===== src/rtl/gnn_input_loader_if.sv =====
// Stream-in and GNN-facing signal bundle for the GNN input loader.
// The loader takes the slave side; the stream source and GNN take the master side.
interface gnn_input_loader_if #(
    parameter int DW    = 5,
    parameter int NUM_X = 16,
    parameter int NUM_W = 24
);
    logic                   s_valid;
    logic signed [DW-1:0]   s_data;
    logic                   s_last;
    logic                   s_ready;
    logic                   done_i;
    logic                   in_ready;
    logic [NUM_X*DW-1:0]    x_bus;
    logic [NUM_W*DW-1:0]    w_bus;
    logic                   busy;
    logic                   frame_err;
    logic                   timeout_err;
    logic [15:0]            frame_cnt;

    modport master (
        output s_valid, s_data, s_last, done_i,
        input  s_ready, in_ready, x_bus, w_bus, busy, frame_err, timeout_err, frame_cnt
    );

    modport slave (
        input  s_valid, s_data, s_last, done_i,
        output s_ready, in_ready, x_bus, w_bus, busy, frame_err, timeout_err, frame_cnt
    );
endinterface


===== src/rtl/gnn_input_loader.sv =====
// Assembles 40-word serial frames into a staging buffer and hands each complete
// frame to the GNN as stable x/w buses, with framing and done-timeout supervision.
module gnn_input_loader #(
    parameter int DW      = 5,
    parameter int NUM_X   = 16,
    parameter int NUM_W   = 24,
    parameter int TIMEOUT = 64
) (
    input  logic              clk,
    input  logic              rst,
    gnn_input_loader_if.slave bus
);
    localparam int NUM_TOT = NUM_X + NUM_W;
    localparam int CW      = $clog2(NUM_TOT + 1);
    localparam int TW      = $clog2(TIMEOUT);

    typedef enum logic {ST_IDLE, ST_BUSY} state_t;

    state_t              state_reg, state_next;
    logic [CW-1:0]       cnt_reg, cnt_next;
    logic [TW-1:0]       timer_reg, timer_next;
    logic                in_ready_reg, in_ready_next;
    logic                frame_err_reg, frame_err_next;
    logic                timeout_err_reg, timeout_err_next;
    logic [15:0]         frame_cnt_reg, frame_cnt_next;
    logic [NUM_X*DW-1:0] x_reg;
    logic [NUM_W*DW-1:0] w_reg;

    logic [DW-1:0]        staging [NUM_TOT];
    logic [NUM_TOT*DW-1:0] staging_flat;

    logic s_ready;
    logic accept;
    logic last_slot;
    logic issue;

    assign s_ready   = (cnt_reg < CW'(NUM_TOT));
    assign accept    = bus.s_valid && s_ready;
    assign last_slot = (cnt_reg == CW'(NUM_TOT - 1));

    // Staging words need no reset: cnt gates what is ever copied out.
    always_ff @(posedge clk) begin
        if (accept) begin
            staging[cnt_reg] <= bus.s_data;
        end
    end

    generate
        for (genvar gi = 0; gi < NUM_TOT; gi++) begin : g_flat
            assign staging_flat[DW*gi +: DW] = staging[gi];
        end
    endgenerate

    always_comb begin
        state_next       = state_reg;
        cnt_next         = cnt_reg;
        timer_next       = timer_reg;
        in_ready_next    = 1'b0;
        frame_err_next   = 1'b0;
        timeout_err_next = 1'b0;
        frame_cnt_next   = frame_cnt_reg;
        issue            = 1'b0;

        // An s_last that disagrees with the slot position drops the whole frame.
        if (accept) begin
            if (bus.s_last != last_slot) begin
                cnt_next       = '0;
                frame_err_next = 1'b1;
            end else begin
                cnt_next = cnt_reg + 1'b1;
            end
        end

        case (state_reg)
            ST_IDLE: begin
                if (cnt_reg == CW'(NUM_TOT)) begin
                    issue          = 1'b1;
                    cnt_next       = '0;
                    in_ready_next  = 1'b1;
                    timer_next     = '0;
                    frame_cnt_next = frame_cnt_reg + 1'b1;
                    state_next     = ST_BUSY;
                end
            end
            ST_BUSY: begin
                // done_i is not trusted during the start pulse itself.
                if (bus.done_i && !in_ready_reg) begin
                    state_next = ST_IDLE;
                end else if (timer_reg == TW'(TIMEOUT - 1)) begin
                    state_next       = ST_IDLE;
                    timeout_err_next = 1'b1;
                end else begin
                    timer_next = timer_reg + 1'b1;
                end
            end
            default: state_next = ST_IDLE;
        endcase
    end

    always_ff @(posedge clk) begin
        if (rst) begin
            state_reg       <= ST_IDLE;
            cnt_reg         <= '0;
            timer_reg       <= '0;
            in_ready_reg    <= 1'b0;
            frame_err_reg   <= 1'b0;
            timeout_err_reg <= 1'b0;
            frame_cnt_reg   <= '0;
            x_reg           <= '0;
            w_reg           <= '0;
        end else begin
            state_reg       <= state_next;
            cnt_reg         <= cnt_next;
            timer_reg       <= timer_next;
            in_ready_reg    <= in_ready_next;
            frame_err_reg   <= frame_err_next;
            timeout_err_reg <= timeout_err_next;
            frame_cnt_reg   <= frame_cnt_next;
            if (issue) begin
                x_reg <= staging_flat[NUM_X*DW-1:0];
                w_reg <= staging_flat[NUM_TOT*DW-1:NUM_X*DW];
            end
        end
    end

    assign bus.s_ready     = s_ready;
    assign bus.in_ready    = in_ready_reg;
    assign bus.x_bus       = x_reg;
    assign bus.w_bus       = w_reg;
    assign bus.busy        = (state_reg == ST_BUSY);
    assign bus.frame_err   = frame_err_reg;
    assign bus.timeout_err = timeout_err_reg;
    assign bus.frame_cnt   = frame_cnt_reg;
endmodule


===== src/flat_wrapper.sv =====
// flat-port wrapper written by rule: the top's interface ports become plain ports
module gnn_input_loader_flat 
#(
    parameter int DW      = 5,
    parameter int NUM_X   = 16,
    parameter int NUM_W   = 24,
    parameter int TIMEOUT = 64
)
  (clk, rst, bus_s_valid, bus_s_data, bus_s_last, bus_done_i, bus_s_ready, bus_in_ready, bus_x_bus, bus_w_bus, bus_busy, bus_frame_err, bus_timeout_err, bus_frame_cnt);
  gnn_input_loader_if #(.DW(DW), .NUM_X(NUM_X), .NUM_W(NUM_W)) bus_i ();
  input  logic clk;
  input  logic rst;
  input wire logic [$bits(bus_i.s_valid)-1:0] bus_s_valid;
  input wire logic [$bits(bus_i.s_data)-1:0] bus_s_data;
  input wire logic [$bits(bus_i.s_last)-1:0] bus_s_last;
  input wire logic [$bits(bus_i.done_i)-1:0] bus_done_i;
  output wire logic [$bits(bus_i.s_ready)-1:0] bus_s_ready;
  output wire logic [$bits(bus_i.in_ready)-1:0] bus_in_ready;
  output wire logic [$bits(bus_i.x_bus)-1:0] bus_x_bus;
  output wire logic [$bits(bus_i.w_bus)-1:0] bus_w_bus;
  output wire logic [$bits(bus_i.busy)-1:0] bus_busy;
  output wire logic [$bits(bus_i.frame_err)-1:0] bus_frame_err;
  output wire logic [$bits(bus_i.timeout_err)-1:0] bus_timeout_err;
  output wire logic [$bits(bus_i.frame_cnt)-1:0] bus_frame_cnt;
  assign bus_i.s_valid = bus_s_valid;
  assign bus_i.s_data = bus_s_data;
  assign bus_i.s_last = bus_s_last;
  assign bus_i.done_i = bus_done_i;
  assign bus_s_ready = bus_i.s_ready;
  assign bus_in_ready = bus_i.in_ready;
  assign bus_x_bus = bus_i.x_bus;
  assign bus_w_bus = bus_i.w_bus;
  assign bus_busy = bus_i.busy;
  assign bus_frame_err = bus_i.frame_err;
  assign bus_timeout_err = bus_i.timeout_err;
  assign bus_frame_cnt = bus_i.frame_cnt;
  gnn_input_loader #(.DW(DW), .NUM_X(NUM_X), .NUM_W(NUM_W), .TIMEOUT(TIMEOUT)) u_core (.clk(clk), .rst(rst), .bus(bus_i));
endmodule

===== config.mk =====
export PLATFORM = sky130hd
export DESIGN_NAME = gnn_input_loader_flat
export DESIGN_NICKNAME = d
export VERILOG_FILES = /design/src/rtl/gnn_input_loader_if.sv /design/src/rtl/gnn_input_loader.sv /design/src/flat_wrapper.sv
export SDC_FILE = /design/constraint.sdc
export NUM_CORES = 1
export LEC_CHECK = 0
export ABC_AREA = 0
export CORE_MARGIN = 5
export CORE_UTILIZATION = 57
export CTS_BUF_LIST = sky130_fd_sc_hd__clkbuf_16
export DETAILED_ROUTE_END_ITERATION = 7
export PLACE_DENSITY = 0.84
export SETUP_SLACK_MARGIN = 0.2
export SYNTH_ARGS = -nofsm -noshare
export SYNTH_HDL_FRONTEND = slang
export SYNTH_SLANG_ARGS = --single-unit

===== constraint.sdc =====
create_clock -name clk -period 3.7 [get_ports clk]
set_clock_uncertainty 0.15 [all_clocks]
set_input_delay 0.74 -clock clk [delete_from_list [all_inputs] [get_ports clk]]
set_output_delay 0.74 -clock clk [all_outputs]
set_load 0.05 [all_outputs]

==> run summary, run 1 <==
The clock network power share was 0.438. The tightest min-delay check is of the register to register type. Counting flops and latches in the post-synthesis netlist gives 432. The final period utilization is 0.856, and the number of nets in the final layout is 1,520.

The part of the Yosys area used for sequential elements is 0.732. Final hold analysis gives a worst-case slack of 301 ps. For this run, design rule violations remaining after detail routing come to 0. After synthesis, the mean cell area works out to 11.2 µm². The completed layout was analyzed and its total power is 9150 µW. For the number of global-route vias before repair, the log shows 10,100.

Proportion of synthesized flip-flops having asynchronous set or reset: 0. For the total setup violations reported at the end of the flow, the log shows 0. For this design the total switching power over the nets is 1810 µW. Setup repair after global routing left no endpoint under its margin. The H-tree generated during clock tree synthesis spans 2 levels. The routed layout has 10,100 vias. CTS root buffer: sky130_fd_sc_hd__clkbuf_16.

After synthesis, the most frequently instantiated cells are sky130_fd_sc_hd__nand2_1 (414), sky130_fd_sc_hd__dfxtp_1 (232), sky130_fd_sc_hd__a21oi_1 (213). The number of nets in the synthesized netlist is 1,312. The switching share of power is 0.198, and the number of antenna violations at the first check in global routing is 0.

The filler cells instantiated in the layout total 1,626. The HPWL after detailed placement is 21,100 µm. The summed negative setup slack over all endpoints is 0 ps. The worst setup path is captured at a primary output.

The tools report the number of cells produced by synthesis as 1,298. No sink is reached through more buffers than the 3 on the longest clock path. The area of the core region was 25,200 µm²; the clock-pin slew reported for the worst setup and hold paths after clock tree synthesis was 60 ps. The global-route wire length before repair is 54,700 µm, and the relative slew slack is 0.299. The logs give 38 for the post-synthesis cell type count and 0 for the warning count from the yosys run. The maximum fanout count along the critical path was 9.

The worst setup slack before clock tree synthesis was 730 ps; the time the final worst path needs with I/O delays and setup was 3170 ps. The register with the most flip-flops was u_core.staging. For the maximum number of pins on one net before global-route repair, the log shows 113. The required time at the worst-slack endpoint was 2810 ps.

The worst-case IR drop observed on VDD is 0.000423 V. Relative to the synthesized area, the layout overhead comes to 26.4%. TritonCTS built the clock tree. The top cell type's share of synthesized area was 0.413; the final routed wire length divided by cell count was 18.6 µm. The CTS buffer count was 41; the count of placed standard cells in the final layout, fillers left out was 1,869.

In this run the vertical extent of the chip is 170 µm. The final antenna-violating net count is 0, and the number of enable-type register cells in the synthesized netlist is 200. The most frequently used cell type in the post-synthesis netlist is sky130_fd_sc_hd__nand2_1. The register with the most flip-flops in the layout has 200 of them. Chip width: 170 µm.

For this run the aggregate overflow at the end of global routing stands at 0. The flow ran to the end, and the final reports show no timing, DRC or antenna violations. The effective utilization at floorplan is 0.578, and the power density normalized to cell area is 497 nW/µm².

The number of hold-slack violations in the final timing report is 0, and the cell-internal power is 7330 µW. The final worst setup slack is 531 ps. The post-CTS repair timing setup buffer count came out at 0. After detailed routing, the total wire length is 34,800 µm. At the later pin of the worst-skew pair, clock insertion delay measures 520 ps. The fraction of final layout cells with drive strength greater than 1 is 0.0539, and the initial DRC count is 951. The most used flip-flop cell after synthesis is sky130_fd_sc_hd__dfxtp_1. Critical path class: register to primary output. The number of placed instances, taps included, is 1,793. STA puts the critical path data arrival time at 2280 ps. The worst setup path is launched from a register. The number of hold buffers added after CTS was 0. The mean number of vias per cell is 5.42, and the diode insertion count for antenna repair is 0. The floorplan step defined a die boundary enclosing 28,800 µm².

Across the whole layout, storage elements account for 10,700 µm². For the final weighted congestion of routability-driven global placement, the log shows 0.834. The analysis attributes to cell leakage a power of 0.00590 µW.

The area of the multi-input gates is 3580 µm². The number of gates resized after CTS was 0. Max-cap violations in this run came to 0.

Sorting the synthesized cells by area gives the leading types as sky130_fd_sc_hd__edfxtp_1 (41%), sky130_fd_sc_hd__dfxtp_1 (32%), sky130_fd_sc_hd__nand2_1 (11%). The logs give 432 for the clock sink total and 0.547 for the part of the total power dissipated in sequential elements. Port buffering added 230 buffers.

The logs give 0 for the max-slew violation count and 58 for the site row count. At the pin with the least slew margin, the transition time is 1050 ps. After synthesis the cells add up to 14,500 µm².

For the combinational group share of total power, the log shows 0.014. Cell taking the most area after synthesis: sky130_fd_sc_hd__edfxtp_1. The logs give 231 for the top-level I/O count and 0.241 for the global-route usage over all layers. In this run the register-to-register setup slack is 1020 ps.

The first detailed-routing pass took 5 iterations. Timing would allow up to 316 MHz.
==> logic make-up after synthesis <==
kind of cell / count (synthesis) / share of synthesized area
simple gates: 540 / 0.153
fa+ha+maj: 4 / 0.00344
mux: 1 / 0.000774
buf+inv: 79 / 0.0225
compound gates: 228 / 0.0800
xor+xnor: 14 / 0.00843
flops: 432 / 0.732
==> stage by stage <==
stage	utilization	area, µm²
after global placement	0.679	17100
after floorplan	-	14500
after global routing	0.730	18400
final	0.730	18400
after detailed placement	0.679	17100
after CTS	0.730	18400
==> placed cells by master, fill, tap and decap left out, types with 5 or more instances in the layout <==
master / count
sky130_fd_sc_hd__dfxtp_1: 232
sky130_fd_sc_hd__inv_1: 11
sky130_fd_sc_hd__nand4_1: 6
sky130_fd_sc_hd__clkbuf_16: 43
sky130_fd_sc_hd__buf_2: 5
sky130_fd_sc_hd__buf_12: 6
sky130_fd_sc_hd__or3_1: 9
sky130_fd_sc_hd__a21oi_1: 213
sky130_fd_sc_hd__clkinv_1: 10
sky130_fd_sc_hd__clkinv_2: 11
sky130_fd_sc_hd__nor2_1: 60
sky130_fd_sc_hd__nand2_1: 413
sky130_fd_sc_hd__edfxtp_1: 200
sky130_fd_sc_hd__nand3_1: 19
sky130_fd_sc_hd__o21ai_0: 8
sky130_fd_sc_hd__clkdlybuf4s50_1: 224
sky130_fd_sc_hd__xnor2_1: 7
sky130_fd_sc_hd__xor2_1: 7
==> worst max-delay path: stages, from the launching register on <==
cell,delay (ps)
sky130_fd_sc_hd__dfxtp_1,410
sky130_fd_sc_hd__o21ai_1,410
sky130_fd_sc_hd__clkdlybuf4s50_1,940
==> path summary, 6_finish.rpt <==
kind / start / endpoint / depth (start not counted)
max: u_core.cnt_reg[3]$_SDFF_PP0_ / bus_s_ready / 2
min: bus_w_bus[88]$_SDFFE_PP0P_ / bus_w_bus[88]$_SDFFE_PP0P_ / 2
max reg2reg: u_core.cnt_reg[0]$_SDFF_PP0_ / bus_w_bus[49]$_SDFFE_PP0P_ / 7
min reg2reg: bus_w_bus[88]$_SDFFE_PP0P_ / bus_w_bus[88]$_SDFFE_PP0P_ / 2
==> metal layers <==
layer  GRT usage  vias to the layer above  share of wire
li1            -                     4821              -
met1       0.307                     4847           0.39
met2       0.416                      374           0.51
met5           0                        -              0
met4      0.0795                        0          0.030
met3      0.0489                       80          0.070
==> power groups by stage <==
stage               Sequential (µW)  Combinational [µW]  Clock (µW)
global route                   5000                 143        4310
detailed placement             5110                 133           0
floorplan                      5110                54.0           0
CTS                            5000                 134        4060
global placement               5110                 130           0
finish                         5010                 133        4010
==> area by class of cell <==
cell class                      instances  share of cell area
Sequential cell                       432               0.579
Clock buffer                           43              0.0585
Timing Repair Buffer                  239               0.132
Inverter                                5             0.00102
Multi-Input combinational cell        787               0.195
Tap cell                              330              0.0224
Clock inverter                         33              0.0124
Power figures use the tool's default switching activity.
==> run 2: changes to the inputs <==
CORE_UTILIZATION = 59   (was 57)
CTS_BUF_LIST = sky130_fd_sc_hd__clkbuf_4   (was sky130_fd_sc_hd__clkbuf_16)
PLACE_DENSITY = 0.87   (was 0.84)
==> run 2 against run 1 <==
Flip-flop and latch count unchanged. Utilization is 2.6 points higher. Register-to-register slack about the same. Clock power shrank 4%. Count of clock-buffer cells in the layout up 116.
==> run summary, run 2 (synthesized netlist as in run 1, its figures left out) <==
The flow ran to the end, and the final reports show no timing, DRC or antenna violations. The global-route usage over all layers is 0.245. Leaving out fill and tap cells, the most frequent cell in the layout is sky130_fd_sc_hd__nand2_1. The startpoint kind of the worst setup timing path was a register. The area overhead of the layout relative to synthesis was 26.5%. The path type of the worst min-delay path is register to register. For the relative slew slack, the log shows 0.347.

In this design, the stage delay of the slowest critical-path cell is 530 ps. For this run, design rule violations remaining after detail routing come to 0. For this design the ratio of total power to cell area is 489 nW/µm². TritonCTS built the clock tree. The total setup violations reported at the end of the flow was 0; the maximum number of pins on one net before global-route repair was 113. The fraction of the core area covered by cells at the end of the flow is 0.756, and the overall via count from detail_route is 10,500.

Dividing the detail-routed via count by the number of cells gives 5.35. For the placed wire-length estimate, the log shows 21,100 µm. The switching share of power came out at 0.210. The critical path class is register to primary output. Chip width: 167 µm. The top cell types in the final layout, fill and taps aside, are sky130_fd_sc_hd__nand2_1 (413), sky130_fd_sc_hd__dfxtp_1 (232), sky130_fd_sc_hd__clkdlybuf4s50_1 (223).

Setup repair after global routing left no endpoint under its margin. Max-cap violations in this run came to 0. The top achievable clock speed was 338 MHz. The number of optimization iterations in the first detailed-route pass is 5. Timing analysis after detailed placement gives a worst setup slack of 661 ps. The tools report the max-slew violation count as 0. The fraction of final layout cells with drive strength greater than 1 was 0.114; the site row count was 57. At the end of the flow, the number of nets in the layout was 1,574.

The finished layout holds 1,969 standard cells, fillers aside. Routability-driven placement finished with a final weighted congestion of 0.799. For this design the total switching power over the nets is 1880 µW. The final antenna-violating net count came out at 0. Of all nets on the critical path, the largest fanout is 9. The number of clock buffers added by TritonCTS is 98. The CTS root buffer is sky130_fd_sc_hd__clkbuf_4. The worst setup path is captured at a primary output. The clock network power share is 0.429. In this run the number of H-tree levels came out at 3. After clock tree synthesis, the clock-pin slew on the worst setup and hold paths is 70 ps. Cell internal power was estimated by the tool at 7100 µW. The final period utilization is 0.799.

The logs give 0 for the quantity of hold-fixing buffers added after cts and 720 ps for the insertion delay to the later sink of the worst-skew pair. Once the clock tree was built, the setup fixing pass inserted 0 buffers. The first global-routing pass estimated 54,600 µm of wire. The tools report the final worst setup slack as 745 ps. The slew at the pin with the worst max-slew slack was 979 ps; the part of the total power dissipated in sequential elements was 0.556. The register with the most flip-flops in the layout has 200 of them. At the worst endpoint, the arrival time is 2060 ps. In this run the vertical extent of the chip is 167 µm.

For the top-level I/O count, the log shows 231. Total power for the finished layout comes to 8990 µW. The final routed wire length divided by cell count was 17.7 µm. The detailed router finished its first iteration with 632 violations.

The combinational group share of total power is 0.015, and the count of buffers from port buffering is 230. The tools report the clock sink total as 432. Counting along the longest clock path gives a buffer depth of 3. The standby leakage power came out at 0.00602 µW. Ranked by flip-flop count, first place goes to u_core.staging.

The peak ir drop on the vdd network is 0.000329 V, and the number of global-route vias before repair is 10,500. Wires add up to 34,800 µm. The number of antenna violations at the first check in global routing is 1, and the cell count after placement is 1,784. Number of hold-slack violations in the final timing report: 0.

The area of the core region is 24,300 µm². The slowest stage of the critical path belongs to the cell sky130_fd_sc_hd__dlymetal6s2s_1. For the required time at the worst-slack endpoint, the log shows 2810 ps. The critical path goes through o21ai_1 -> dlymetal6s2s_1. Time the final worst path needs with I/O delays and setup: 2950 ps. Summed over all failing endpoints, the final setup total negative slack is 0 ps. The die area was 27,900 µm². The sum of overflow across all layers after global routing is 0, and the effective utilization at floorplan is 0.598.
## run 2: power groups by stage
stage / clock network [µW] / logic (µW) / registers [µW]
detailed placement: 0 / 132 / 5110
global placement: 0 / 132 / 5110
global route: 4210 / 140 / 5000
finish: 3850 / 132 / 5000
floorplan: 0 / 54.0 / 5110
CTS: 3930 / 132 / 5000
## run 2: final timing paths
kind | slack [ps] | to | start | depth (start not counted)
setup reg to reg | 1020 | u_core.timer_reg[3]$_SDFFE_PP0P_ | u_core.cnt_reg[0]$_SDFF_PP0_ | 7
setup / recovery | 750 | bus_s_ready | u_core.cnt_reg[3]$_SDFF_PP0_ | 2
hold reg to reg | 300 | bus_w_bus[114]$_SDFFE_PP0P_ | bus_w_bus[114]$_SDFFE_PP0P_ | 2
hold / removal | 300 | bus_w_bus[114]$_SDFFE_PP0P_ | bus_w_bus[114]$_SDFFE_PP0P_ | 2
## run 2: repair_timing
| action | in CTS | in global routing |
|---|---|---|
| resized for setup | 0 | 1 |
| hold endpoints to repair | 0 | 0 |
| setup endpoints to repair | 0 | 1 |
## run 2: cell type report
class | count | area (µm²)
inverter | 5 | 18.8
sequential | 432 | 10700
fill | 1519 | 5920
antenna | 1 | 2.50
clock inverter | 25 | 154
clock buffer | 159 | 1190
multi-input combinational | 787 | 3580
timing repair buffer | 236 | 2390
tap | 324 | 405
## run 2: metrics by stage
step	hold slack [ps]	instance area (µm²)
2_1_floorplan	308	14500
3_3_place_gp	292	17000
3_5_place_dp	296	17000
4_1_cts	306	18400
5_1_grt	322	18400
6_report	304	18400
## run 2: worst max-delay path, delay by kind of cell, from the launching register on
family          cells  cell delay (ps)
flops               1              420
compound gates      1              410
buf+inv             1              530
## run 2: metal layers
metal	routed length, µm	global-route usage
met3	2500	0.0683
met2	17800	0.429
met5	0	0
met4	954	0.0921
met1	13600	0.289
